**src/rtl/final_3002_pkg.sv**
```systemverilog
// Shared types and segment constants for the final_3002 stopwatch.
// Segment codes are active-low, bit order {g,f,e,d,c,b,a}.
package final_3002_pkg;

  typedef enum logic [1:0] {
    ST_IDLE  = 2'd0,
    ST_RUN   = 2'd1,
    ST_PAUSE = 2'd2
  } state_e;

  typedef logic [3:0] bcd_t;

  localparam logic [6:0] SEG_0     = 7'h40;
  localparam logic [6:0] SEG_1     = 7'h79;
  localparam logic [6:0] SEG_2     = 7'h24;
  localparam logic [6:0] SEG_3     = 7'h30;
  localparam logic [6:0] SEG_4     = 7'h19;
  localparam logic [6:0] SEG_5     = 7'h12;
  localparam logic [6:0] SEG_6     = 7'h02;
  localparam logic [6:0] SEG_7     = 7'h78;
  localparam logic [6:0] SEG_8     = 7'h00;
  localparam logic [6:0] SEG_9     = 7'h10;
  localparam logic [6:0] SEG_BLANK = 7'h7F;
  localparam logic [6:0] SEG_DASH  = 7'h3F;
  localparam logic [6:0] SEG_R     = 7'h2F;
  localparam logic [6:0] SEG_P     = 7'h0C;

  // Returns {carry_out, next_digit}; any digit >= 9 wraps so the
  // result always stays in 0..9.
  function automatic logic [4:0] bcd_inc(input bcd_t d);
    if (d >= 4'd9) return {1'b1, 4'd0};
    else           return {1'b0, d + 4'd1};
  endfunction

endpackage

```
**src/rtl/final_3002_seg7_decoder.sv**
```systemverilog
// BCD to active-low 7-segment decoder with blanking.
// Non-BCD inputs decode to blank.
module seg7_decoder
  import final_3002_pkg::*;
(
  input  bcd_t       i_bcd,
  input  logic       i_blank,
  output logic [6:0] o_seg
);

  always_comb begin
    o_seg = SEG_BLANK;
    if (!i_blank) begin
      case (i_bcd)
        4'd0:    o_seg = SEG_0;
        4'd1:    o_seg = SEG_1;
        4'd2:    o_seg = SEG_2;
        4'd3:    o_seg = SEG_3;
        4'd4:    o_seg = SEG_4;
        4'd5:    o_seg = SEG_5;
        4'd6:    o_seg = SEG_6;
        4'd7:    o_seg = SEG_7;
        4'd8:    o_seg = SEG_8;
        4'd9:    o_seg = SEG_9;
        default: o_seg = SEG_BLANK;
      endcase
    end
  end

endmodule

```
**src/rtl/final_3002.sv**
```systemverilog
// Four-digit BCD stopwatch with start/stop button and state display.
// Define FINAL_3002_LZB_EN to blank leading zeros on HEX5..HEX3.
module final_3002
  import final_3002_pkg::*;
#(
  parameter int TICK_DIV = 50000000
) (
  input  logic       CLOCK_50,
  input  logic [1:0] KEY,
  output logic [6:0] HEX5,
  output logic [6:0] HEX4,
  output logic [6:0] HEX3,
  output logic [6:0] HEX2,
  output logic [6:0] HEX0
);

  localparam int PW = $clog2(TICK_DIV);
  localparam logic [PW-1:0] PRE_LAST = PW'(TICK_DIV - 1);

  logic          w_rst;
  logic          r_s1;
  logic          r_s2;
  logic          r_s3;
  logic          w_press;
  state_e        r_state;
  state_e        w_state_nxt;
  logic [PW-1:0] r_pre;
  logic          w_tick;
  bcd_t          r_dig [4];
  bcd_t          w_dig_nxt [4];
  logic [3:0]    w_blank;

  assign w_rst = KEY[0];

  // Synchronizer flops reset high so a held button is not a press.
  always_ff @(posedge CLOCK_50) begin
    if (w_rst) begin
      r_s1 <= 1'b1;
      r_s2 <= 1'b1;
      r_s3 <= 1'b1;
    end else begin
      r_s1 <= KEY[1];
      r_s2 <= r_s1;
      r_s3 <= r_s2;
    end
  end

  assign w_press = r_s2 & ~r_s3;

  always_comb begin
    w_state_nxt = r_state;
    if (w_press) begin
      case (r_state)
        ST_IDLE:  w_state_nxt = ST_RUN;
        ST_RUN:   w_state_nxt = ST_PAUSE;
        ST_PAUSE: w_state_nxt = ST_RUN;
        default:  w_state_nxt = ST_IDLE;
      endcase
    end
  end

  always_ff @(posedge CLOCK_50) begin
    if (w_rst) r_state <= ST_IDLE;
    else       r_state <= w_state_nxt;
  end

  assign w_tick = (r_state == ST_RUN) && (r_pre == PRE_LAST);

  always_ff @(posedge CLOCK_50) begin
    if (w_rst) begin
      r_pre <= '0;
    end else if (r_state == ST_RUN) begin
      if (r_pre == PRE_LAST) r_pre <= '0;
      else                   r_pre <= r_pre + PW'(1);
    end
  end

  // Ripple the tick through the digits within one cycle.
  always_comb begin
    logic       carry;
    logic [4:0] inc;
    carry = w_tick;
    inc   = '0;
    for (int i = 0; i < 4; i++) begin
      w_dig_nxt[i] = r_dig[i];
      if (carry) begin
        inc          = bcd_inc(r_dig[i]);
        w_dig_nxt[i] = inc[3:0];
        carry        = inc[4];
      end
    end
  end

  always_ff @(posedge CLOCK_50) begin
    if (w_rst) begin
      for (int i = 0; i < 4; i++) r_dig[i] <= 4'd0;
    end else begin
      for (int i = 0; i < 4; i++) r_dig[i] <= w_dig_nxt[i];
    end
  end

`ifdef FINAL_3002_LZB_EN
  assign w_blank[3] = (r_dig[3] == 4'd0);
  assign w_blank[2] = w_blank[3] && (r_dig[2] == 4'd0);
  assign w_blank[1] = w_blank[2] && (r_dig[1] == 4'd0);
  assign w_blank[0] = 1'b0;
`else
  assign w_blank = 4'b0000;
`endif

  seg7_decoder u_dec3 (
    .i_bcd   (r_dig[3]),
    .i_blank (w_blank[3]),
    .o_seg   (HEX5)
  );

  seg7_decoder u_dec2 (
    .i_bcd   (r_dig[2]),
    .i_blank (w_blank[2]),
    .o_seg   (HEX4)
  );

  seg7_decoder u_dec1 (
    .i_bcd   (r_dig[1]),
    .i_blank (w_blank[1]),
    .o_seg   (HEX3)
  );

  seg7_decoder u_dec0 (
    .i_bcd   (r_dig[0]),
    .i_blank (w_blank[0]),
    .o_seg   (HEX2)
  );

  always_comb begin
    case (r_state)
      ST_IDLE:  HEX0 = SEG_DASH;
      ST_RUN:   HEX0 = SEG_R;
      ST_PAUSE: HEX0 = SEG_P;
      default:  HEX0 = SEG_DASH;
    endcase
  end

endmodule

```
**config.mk**
```make
export PLATFORM = sky130hd
export DESIGN_NAME = final_3002
export DESIGN_NICKNAME = d
export VERILOG_FILES = /design/src/rtl/final_3002_pkg.sv /design/src/rtl/final_3002_seg7_decoder.sv /design/src/rtl/final_3002.sv
export SDC_FILE = /design/constraint.sdc
export NUM_CORES = 1
export LEC_CHECK = 0
export ABC_AREA = 1
export CORE_ASPECT_RATIO = 0.7
export CORE_UTILIZATION = 40
export DETAILED_ROUTE_END_ITERATION = 10
export DONT_BUFFER_PORTS = 1
export PLACE_DENSITY_LB_ADDON = 0.25
export SKIP_CTS_REPAIR_TIMING = 1
export SLEW_MARGIN = 0
export SYNTH_ARGS = -nofsm -noshare
export SYNTH_HDL_FRONTEND = slang
export SYNTH_SLANG_ARGS = --single-unit
```
**constraint.sdc**
```tcl
create_clock -name CLOCK_50 -period 2.7 [get_ports CLOCK_50]
set_clock_uncertainty 0.15 [all_clocks]
set_input_delay 0.54 -clock CLOCK_50 [delete_from_list [all_inputs] [get_ports CLOCK_50]]
set_output_delay 0.54 -clock CLOCK_50 [all_outputs]
set_load 0.03 [all_outputs]
```
# Yosys cells after proc, flatten, opt, wreduce, memory -nomap -nowiden
# Memory sizes are Yosys's and may differ from the RTL's.
# Cells that the tools add are included.
# classes
addsub,5
order_cmp,4
eq_ne,3
muxes,21
n_bitwise,6
reduce_logical,3
# ops
operator,n
4-bit two-way mux,9
26-bit by 1-bit adder with 26-bit output (second input constant),1
26-bit equality test (second input constant),1
26-bit two-way mux,1
4-bit by 1-bit adder with 4-bit output (second input constant),4
4-bit greater-or-equal comparator (second input constant),4
5-bit two-way mux,3
6-bit one-hot mux with 2 select lines,1
1-bit two-way mux,6
1-bit bitwise OR,4
2-bit one-hot mux with 2 select lines,1
2-bit by 1-bit equality test with 1-bit output (second input constant),1
2-bit equality test (second input constant),1
2-bit zero test,1
2-bit OR reduction,1
1-bit AND,1
1-bit logical AND,1
1-bit inverter,1
# word_totals
ff_bits,31
ram_bits,16
romBits,448
in_bits,3
wordCells,52
n_memories,5
# mem_list
memory,depth,width,read_ports,rd_clocked_by_memory_dff,write_ports,line,rtl
(no name shown),16,7,1,0,0,final_3002_seg7_decoder.sv:14,case (i_bcd)
(no name shown),16,7,1,0,0,final_3002_seg7_decoder.sv:14,
(no name shown),16,7,1,0,0,final_3002_seg7_decoder.sv:14,
(no name shown),16,7,1,0,0,final_3002_seg7_decoder.sv:14,
r_dig,4,4,4,0,4,final_3002.sv:29,bcd_t r_dig [4];

# Logic depth before layout (Yosys ltp)
# Gate-level depths: netlist of the first run.
# An unclocked memory read counts as a cell.
# logic_depth
depth_word,8
depth_mapped,14

# Hierarchy
# A second synthesis of the first run with hierarchy kept.
# unflattened
cells_unflattened,542
area_unflattened_um2,3672.3
# modules_own_cells
module,n_inst,cells_per_inst,area_each_um2
final_3002,1,394,2851.5
seg7_decoder (u_dec1 ...),3,37,203.9
seg7_decoder (u_dec0),1,37,209.0

# Worst setup path after synthesis of the first run
# Ideal clock, no wire load.
# synth_path
kind,reg-to-output
start,memory r_dig[3][0] (netlist bit)
end,output port HEX5[3]
arrival_time_ns,1.586
setup_slack_ns,0.424
stages_incl_launch_ff,6
n_path_buf,0
path_cell_list,dfxtp_1 -> inv_1 -> ha_1 -> nand2_1 -> inv_1 -> o21ai_0
# synth_lines
element,line,rtl
from (decl),final_3002.sv:29,
to (decl),final_3002.sv:10,"output logic [6:0] HEX5,"

==> results of run 1 <==
## cells by family (layout without fill, tap and decap cells)
kind of cell,after synthesis,in the layout,synth area share [%]
simple gates,223,223,33.2
other cells,2,3,0.237
compound gates,77,77,13.4
flops,47,47,29.7
buf+inv,84,101,11.0
xor+xnor,11,11,3.04
fa+ha+maj,24,24,9.46
## cells in the mapped netlist (all sizes together), types with 4 or more instances
cell type | n | area, um^2
xor2 | 8 | 70.1
nor2 | 82 | 354
dfxtp | 47 | 941
nand2 | 87 | 347
nor3 | 12 | 76.3
inv | 72 | 270
o21ai | 42 | 218
buf | 9 | 66.3
nand3 | 23 | 133
a21oi | 24 | 124
nand4 | 11 | 90.1
or2 | 4 | 25.0
ha | 24 | 300
## sequential cells by signal, indices dropped and copies added (netlist names)
name / count
r_dig: 16
r_pre: 26
r_s1: 1
r_s2: 1
r_s3: 1
r_state: 2
## final timing paths
path | to | slack [ns] | cells after the start
max | HEX4[5] | 0.36 | 3
min reg2reg | r_s2 | 0.26 | 1
min | r_dig[1][2] | 0.17 | 1
max reg2reg | r_dig[3][0] | 0.54 | 11
## cells in the final DEF (no fill, tap or decap), types with 9 or more instances in the layout
cell type                 count
sky130_fd_sc_hd__nor3_1      10
sky130_fd_sc_hd__nand3_1     21
sky130_fd_sc_hd__o21ai_0     40
sky130_fd_sc_hd__a21oi_1     23
sky130_fd_sc_hd__buf_4       21
sky130_fd_sc_hd__dfxtp_1     47
sky130_fd_sc_hd__ha_1        24
sky130_fd_sc_hd__inv_1       67
sky130_fd_sc_hd__nand2_1     81
sky130_fd_sc_hd__nand4_1      9
sky130_fd_sc_hd__nor2_1      73
## layer usage
metal,vias up,global-route usage [%]
met5,-,0
met4,0,3.65
met3,2,2.82
met2,66,27.8
met1,1314,27.4
li1,1517,-
## cell type report
cell class                 instances  area share, %
clock buffer                       7           3.77
clock inverter                     1          0.142
inverter                          72           7.68
multi-input combinational        338           53.7
sequential                        47           26.8
tap                               98           3.49
timing repair buffer              21           4.48
## through the flow
stage          instances  setup slack (ns)  power [mW]  hold WS [ns]  area [um^2]
3_5_place_dp         576             0.544       0.760         0.251         3380
6_report             584             0.362        1.33         0.165         3520
2_1_floorplan        469             0.424       0.758         0.239         3180
5_1_grt              584             0.240        1.38         0.158         3520
4_1_cts              584             0.354        1.35         0.164         3520
3_3_place_gp         576             0.643       0.758         0.249         3380
## power by group
group          switching [mW]  internal, mW  total [mW]  leakage (nW)
Clock                   0.246         0.342       0.588        0.0679
Sequential            0.00294         0.697       0.700         0.379
Combinational          0.0327        0.0112      0.0438          1.10
Total                   0.281          1.05        1.33          1.55
## worst max-delay path: cells and delay by family (launching register included)
| family | cells | cell delay [ns] |
|---|---|---|
| flip-flops | 1 | 0.42 |
| buffers and inverters | 1 | 0.12 |
| AO/OA/AOI/OAI | 1 | 0.57 |
| adder cells (fa/ha/maj) | 1 | 0.26 |
==> impl_results.rst, run 1 <==
.. list-table::
   :header-rows: 1

   * - Metric
     - Value
   * - Status
     - complete, no violations
   * - Portion of the post-synthesis area used by sequential elements
     - 29.7%
   * - Maximum clock rate
     - 428 MHz
   * - Area growth from synthesis to layout
     - 10.8%
   * - Wire length of the first global-routing pass
     - 12400 um
   * - Initial DRC Count
     - 180
   * - Post-synthesis cell count
     - 468
   * - RePlAce Congestion
     - 0.869
   * - Arrival @ worst endpoint
     - 1.65 ns
   * - CTS clk-pin slew, worst paths
     - 0.06 ns
   * - Routed Antenna Nets
     - 0
   * - Slew of the pin with the lowest slew margin
     - 0.657 ns
   * - DP HPWL
     - 5620 um
   * - Power density over the cells
     - 379 nW/um^2
   * - Initial cell density of the core
     - 42.4%
   * - Maximum fanout count along the critical path
     - 5
   * - Netlist cell types
     - 42
   * - CORE AREA
     - 7480 um^2
   * - Async set or reset register ratio after synthesis
     - 0%
   * - Hold path start
     - KEY[0]
   * - Count of state elements after synthesis
     - 47
   * - Vias per std cell
     - 4.96
   * - Number of clock sinks
     - 47
   * - Cell at the root of the clock tree
     - sky130_fd_sc_hd__clkbuf_16
   * - Overall global routing resource usage
     - 18.4%
   * - Max stage delay cell, worst path
     - sky130_fd_sc_hd__o211ai_1
   * - Total Routed Length
     - 7170 um
   * - Post-Route M1 WL
     - 3800 um
   * - Tmin final
     - 2.34 ns
   * - Number of setup violations in the final report
     - 0
   * - Worst endpoint required time
     - 2.01 ns
   * - Peak supply drop
     - 0.256 mV
   * - Top flip-flop cell by instance count after synthesis
     - sky130_fd_sc_hd__dfxtp_1
   * - Net total in the final layout
     - 512
   * - Number of enable flip-flop cells after synthesis
     - 0
   * - Clock Latency Late Sink
     - 0.28 ns
   * - Launching element type of the critical path
     - flop
   * - Total length of routed met2 wires
     - 2930 um
   * - Post-route core utilization
     - 47.0%
   * - Startpoint of the lowest-slack register-to-register path
     - r_state[1]
   * - Hold Crit Class
     - in2reg
   * - Critical path cell sequence
     - inv_1, ha_1, o211ai_1
   * - Final Max Slew Viols
     - 0
   * - TritonRoute pass-1 iters
     - 4
   * - Number of port buffers
     - 0
   * - Worst Setup Path Type
     - reg2out
   * - Count of endpoints failing hold in the final timing report
     - 0
   * - Clock tree from TritonCTS
     - yes
   * - Area of the mapped netlist
     - 3170 um^2
   * - Setup tns final
     - 0 ns
   * - Highest layer used for signal routing
     - met4
   * - Critical path's largest stage delay
     - 0.57 ns
   * - Total clock buffers created by CTS
     - 5
   * - Via count of the first global-routing pass
     - 2703
   * - Area occupied by multi-input gates
     - 1890 um^2
   * - Area of the die
     - 8300 um^2
   * - Total number of vias
     - 2899
   * - Antenna violations before repair
     - 0
   * - Worst max-slew margin expressed relative to the limit
     - 56.0%
   * - Largest net degree at the start of global routing
     - 14
   * - Static leakage
     - 1.55 nW
   * - Share of the clock period used by the worst path after layout
     - 86.6%
   * - Fill cell total of the finished layout
     - 793
   * - Critical path origin
     - r_dig[2][0]
   * - Die height
     - 76.5 um
   * - H-tree Lvls
     - 2
   * - Setup repair after global routing missed its margin
     - no
   * - Ports placed on the boundary
     - 38
   * - FF/Latch Area
     - 941 um^2
   * - Site Rows
     - 26
   * - Crit end category
     - output pin
   * - Average cell area after synthesis
     - 6.78 um^2
   * - YS warnings
     - 0
   * - Count of max-cap constraint violations
     - 0
   * - Avg WL per Cell
     - 12.3 um
   * - Met3 WL
     - 401 um
   * - # diodes
     - 0
   * - Share of layout cells above drive strength 1
     - 12.6%
   * - Drc violations
     - 0
   * - DIE WIDTH
     - 108 um
   * - CTS max path bufs
     - 2
   * - Overall overflow remaining after global route
     - 0
Power figures use the tool's default switching activity.
==> run 2, diff against run 1 <==
--- a/config.mk
+++ b/config.mk
@@ -11,6 +11,7 @@
 export DETAILED_ROUTE_END_ITERATION = 10
 export DONT_BUFFER_PORTS = 1
 export PLACE_DENSITY_LB_ADDON = 0.25
+export REMOVE_ABC_BUFFERS = 1
 export SKIP_CTS_REPAIR_TIMING = 1
 export SLEW_MARGIN = 0
 export SYNTH_ARGS = -nofsm -noshare
==> run 2 against run 1 <==
  * Sequential power is essentially flat
  * Clock power grew 35%
  * Sequential share of layout area shrank 0.38 points
  * Fmax shrank 1.7%
  * Non-clock buffer count is the same
  * Via count is essentially flat
  * Critical path depth is the same
  * Critical path type unchanged
  * Critical endpoint unchanged
  * Largest cell class unchanged
  * Highest routed layer unchanged
==> impl_results.rst, run 2 (synthesis results as in run 1) <==
.. list-table::
   :header-rows: 1

   * - Metric
     - Value
   * - Clock tree from TritonCTS
     - yes
   * - Static leakage
     - 1.57 nW (+1.5%)
   * - Area of the die
     - 8300 um^2 (unchanged)
   * - Register containing the most flip-flops in the final layout
     - r_pre
   * - Clock Latency Late Sink
     - 0.29 ns (about the same)
   * - Number of port buffers
     - 0 (unchanged)
   * - Share of the clock period used by the worst path after layout
     - 88.1% (+1.5 points)
   * - Max FFs per register
     - 26 (unchanged)
   * - Setup repair after global routing missed its margin
     - no
   * - Endpoint of the most critical register-to-register path
     - r_pre[22]
   * - Area growth from synthesis to layout
     - 12.5%
   * - Avg WL per Cell
     - 12.4 um (+0.73%)
   * - Share of layout cells above drive strength 1
     - 12.8% (+0.21 points)
   * - Cell at the root of the clock tree
     - sky130_fd_sc_hd__clkbuf_16
   * - Sum of buffers and inverters on the critical path
     - 1 (unchanged)
   * - Total Routed Length
     - 7220 um (+0.73%)
   * - H-tree Lvls
     - 2 (unchanged)
   * - Critical path's largest stage delay
     - 0.58 ns (about the same)
   * - Net total in the final layout
     - 512 (unchanged)
   * - Arrival @ worst endpoint
     - 1.69 ns (+0.04 ns)
   * - Cells on worst reg2reg path
     - 9 (-2)
   * - Power density over the cells
     - 432 nW/um^2 (+14%)
   * - Count of endpoints failing hold in the final timing report
     - 0 (unchanged)
   * - # diodes
     - 0 (unchanged)
   * - Largest net degree at the start of global routing
     - 15 (+1)
   * - Site Rows
     - 26 (unchanged)
   * - CORE AREA
     - 7480 um^2 (unchanged)
   * - Total length of routed met2 wires
     - 2790 um (-5.0%)
   * - Destination of the worst hold path
     - r_dig[1][2]
   * - Crit end category
     - output pin
   * - Final hold slack
     - 0.164 ns (-0.00169 ns)
   * - Hold path start
     - KEY[0]
   * - Number of clock sinks
     - 47 (unchanged)
   * - TritonRoute pass-1 iters
     - 5 (+1)
   * - Drc violations
     - 0 (unchanged)
   * - Overall global routing resource usage
     - 18.8% (+0.37 points)
   * - Hold Crit Class
     - in2reg
   * - Highest layer used for signal routing
     - met4
   * - DIE WIDTH
     - 108 um (unchanged)
   * - Worst max-slew margin expressed relative to the limit
     - 55.4% (-0.61 points)
   * - Routed Antenna Nets
     - 0 (unchanged)
   * - Placed instance count
     - 576 (unchanged)
   * - Initial cell density of the core
     - 42.4% (unchanged)
   * - Slew of the pin with the lowest slew margin
     - 0.666 ns (+0.00904 ns)
   * - Fill cell total of the finished layout
     - 749 (-5.5%)
   * - Startpoint of the lowest-slack register-to-register path
     - r_state[1]
   * - Worst Setup Path Type
     - reg2out
   * - Launching element type of the critical path
     - flop
   * - Final Max Slew Viols
     - 0 (unchanged)
   * - DP HPWL
     - 5590 um (-0.51%)
   * - Max stage delay cell, worst path
     - sky130_fd_sc_hd__o211ai_1
   * - Number of setup violations in the final report
     - 0 (unchanged)
   * - Final non-filler cell total
     - 584 (unchanged)
   * - Commonest cells after routing, fill and taps aside
     - sky130_fd_sc_hd__nand2_1 (81), sky130_fd_sc_hd__nor2_1 (73), sky130_fd_sc_hd__inv_1 (67)
   * - Via count of the first global-routing pass
     - 2590 (-4.2%)
   * - Family with the most delay on the worst path
     - compound AO/OA/AOI/OAI gates
   * - Maximum fanout count along the critical path
     - 5 (unchanged)
   * - Worst endpoint required time
     - 2.01 ns (about the same)
   * - Total number of vias
     - 2897 (-0.069%)
   * - Total clock buffers created by CTS
     - 5 (unchanged)
   * - Overall overflow remaining after global route
     - 0 (unchanged)
   * - Maximum clock rate
     - 420 MHz (-1.7%)
   * - Count of max-cap constraint violations
     - 0 (unchanged)
   * - Peak supply drop
     - 0.241 mV (-6.0%)
   * - Status
     - complete, no violations
   * - Tmin final
     - 2.38 ns (+0.0400 ns)
   * - Critical path cell sequence
     - inv_1, ha_1, o211ai_1
   * - Die height
     - 76.5 um (unchanged)
   * - Ports placed on the boundary
     - 38 (unchanged)
   * - Met3 WL
     - 451 um (+12%)
   * - Setup tns final
     - 0 ns (unchanged)
   * - Vias per std cell
     - 4.96 (about the same)
   * - Initial DRC Count
     - 195 (+8.3%)
   * - Top Registers
     - r_pre: 26 flops, r_dig: 16 flops, r_state: 2 flops
   * - Wire length of the first global-routing pass
     - 12300 um (-0.22%)
   * - Antenna violations before repair
     - 0 (unchanged)
   * - Most common cell after layout, fill and taps aside
     - sky130_fd_sc_hd__nand2_1
   * - CTS clk-pin slew, worst paths
     - 0.06 ns (about the same)
   * - Reg-to-reg slack, setup
     - 0.51 ns (-0.03 ns)
   * - CTS max path bufs
     - 2 (unchanged)
   * - Post-Route M1 WL
     - 3920 um (+3.1%)
   * - RePlAce Congestion
     - 0.852 (-2.0%)
   * - Cell depth of the worst min-delay path
     - 1 (unchanged)
## run 2: changes by cell type in the layout (fill, tap and decap cells not counted), sizes merged
cell	change
clkinv	-1
bufinv	+2
clkbuf	-1
## run 2: routing by layer
metal  global-route usage (%)  vias up
li1                         -     1520
met1                     28.5     1278
met2                     26.5       91
met3                     4.19        8
met4                     4.05        0
met5                        0        -
## run 2: cell type report
class / count / area [um^2] / share of cell area (%)
clock inverters: 2 / 60.1 / 1.68
flip-flops and latches: 47 / 941 / 26.4
inverters: 72 / 270 / 7.57
repair buffers: 21 / 158 / 4.42
clock buffers: 6 / 129 / 3.61
well taps: 98 / 123 / 3.44
multi-input cells: 338 / 1890 / 52.9
## run 2: stage by stage
stage / worst slack [ns] / util (%) / power (mW) / cell area, um^2
detailed placement: 0.529 / 45.2 / 0.760 / 3380
global route: 0.188 / 47.7 / 1.59 / 3570
floorplan: 0.424 / - / 0.749 / 3100
global placement: 0.601 / 45.2 / 0.759 / 3380
finish: 0.322 / 47.7 / 1.54 / 3570
CTS: 0.323 / 47.7 / 1.56 / 3570
## run 2: report_power, final
| part | internal, mW | switching (mW) | total, mW |
|---|---|---|---|
| clock network | 0.531 | 0.265 | 0.796 |
| logic | 0.0111 | 0.0325 | 0.0437 |
| registers | 0.697 | 0.00290 | 0.700 |
| total | 1.24 | 0.301 | 1.54 |
## run 2: how the worst max path moves through the flow
stage                startpoint           to  slack [ns]  depth (start not counted)
detailed placement   r_state[1]  r_dig[3][1]        0.53                         11
finish              r_dig[2][0]      HEX4[5]        0.32                          3
global placement     r_state[1]  r_dig[3][3]        0.60                         11
CTS                 r_dig[1][1]      HEX3[3]        0.32                          6
global route         r_state[1]  r_dig[3][0]        0.19                         11
floorplan           r_dig[3][0]      HEX5[3]        0.42                          5
==> run 3, diff against run 2 <==
--- a/config.mk
+++ b/config.mk
@@ -13,7 +13,7 @@
 export PLACE_DENSITY_LB_ADDON = 0.25
 export REMOVE_ABC_BUFFERS = 1
 export SKIP_CTS_REPAIR_TIMING = 1
-export SLEW_MARGIN = 0
+export SLEW_MARGIN = 20
 export SYNTH_ARGS = -nofsm -noshare
 export SYNTH_HDL_FRONTEND = slang
 export SYNTH_SLANG_ARGS = --single-unit
==> results of run 3 <==
Same layout as run 2: the final DEF is identical, and so are final timing and power.
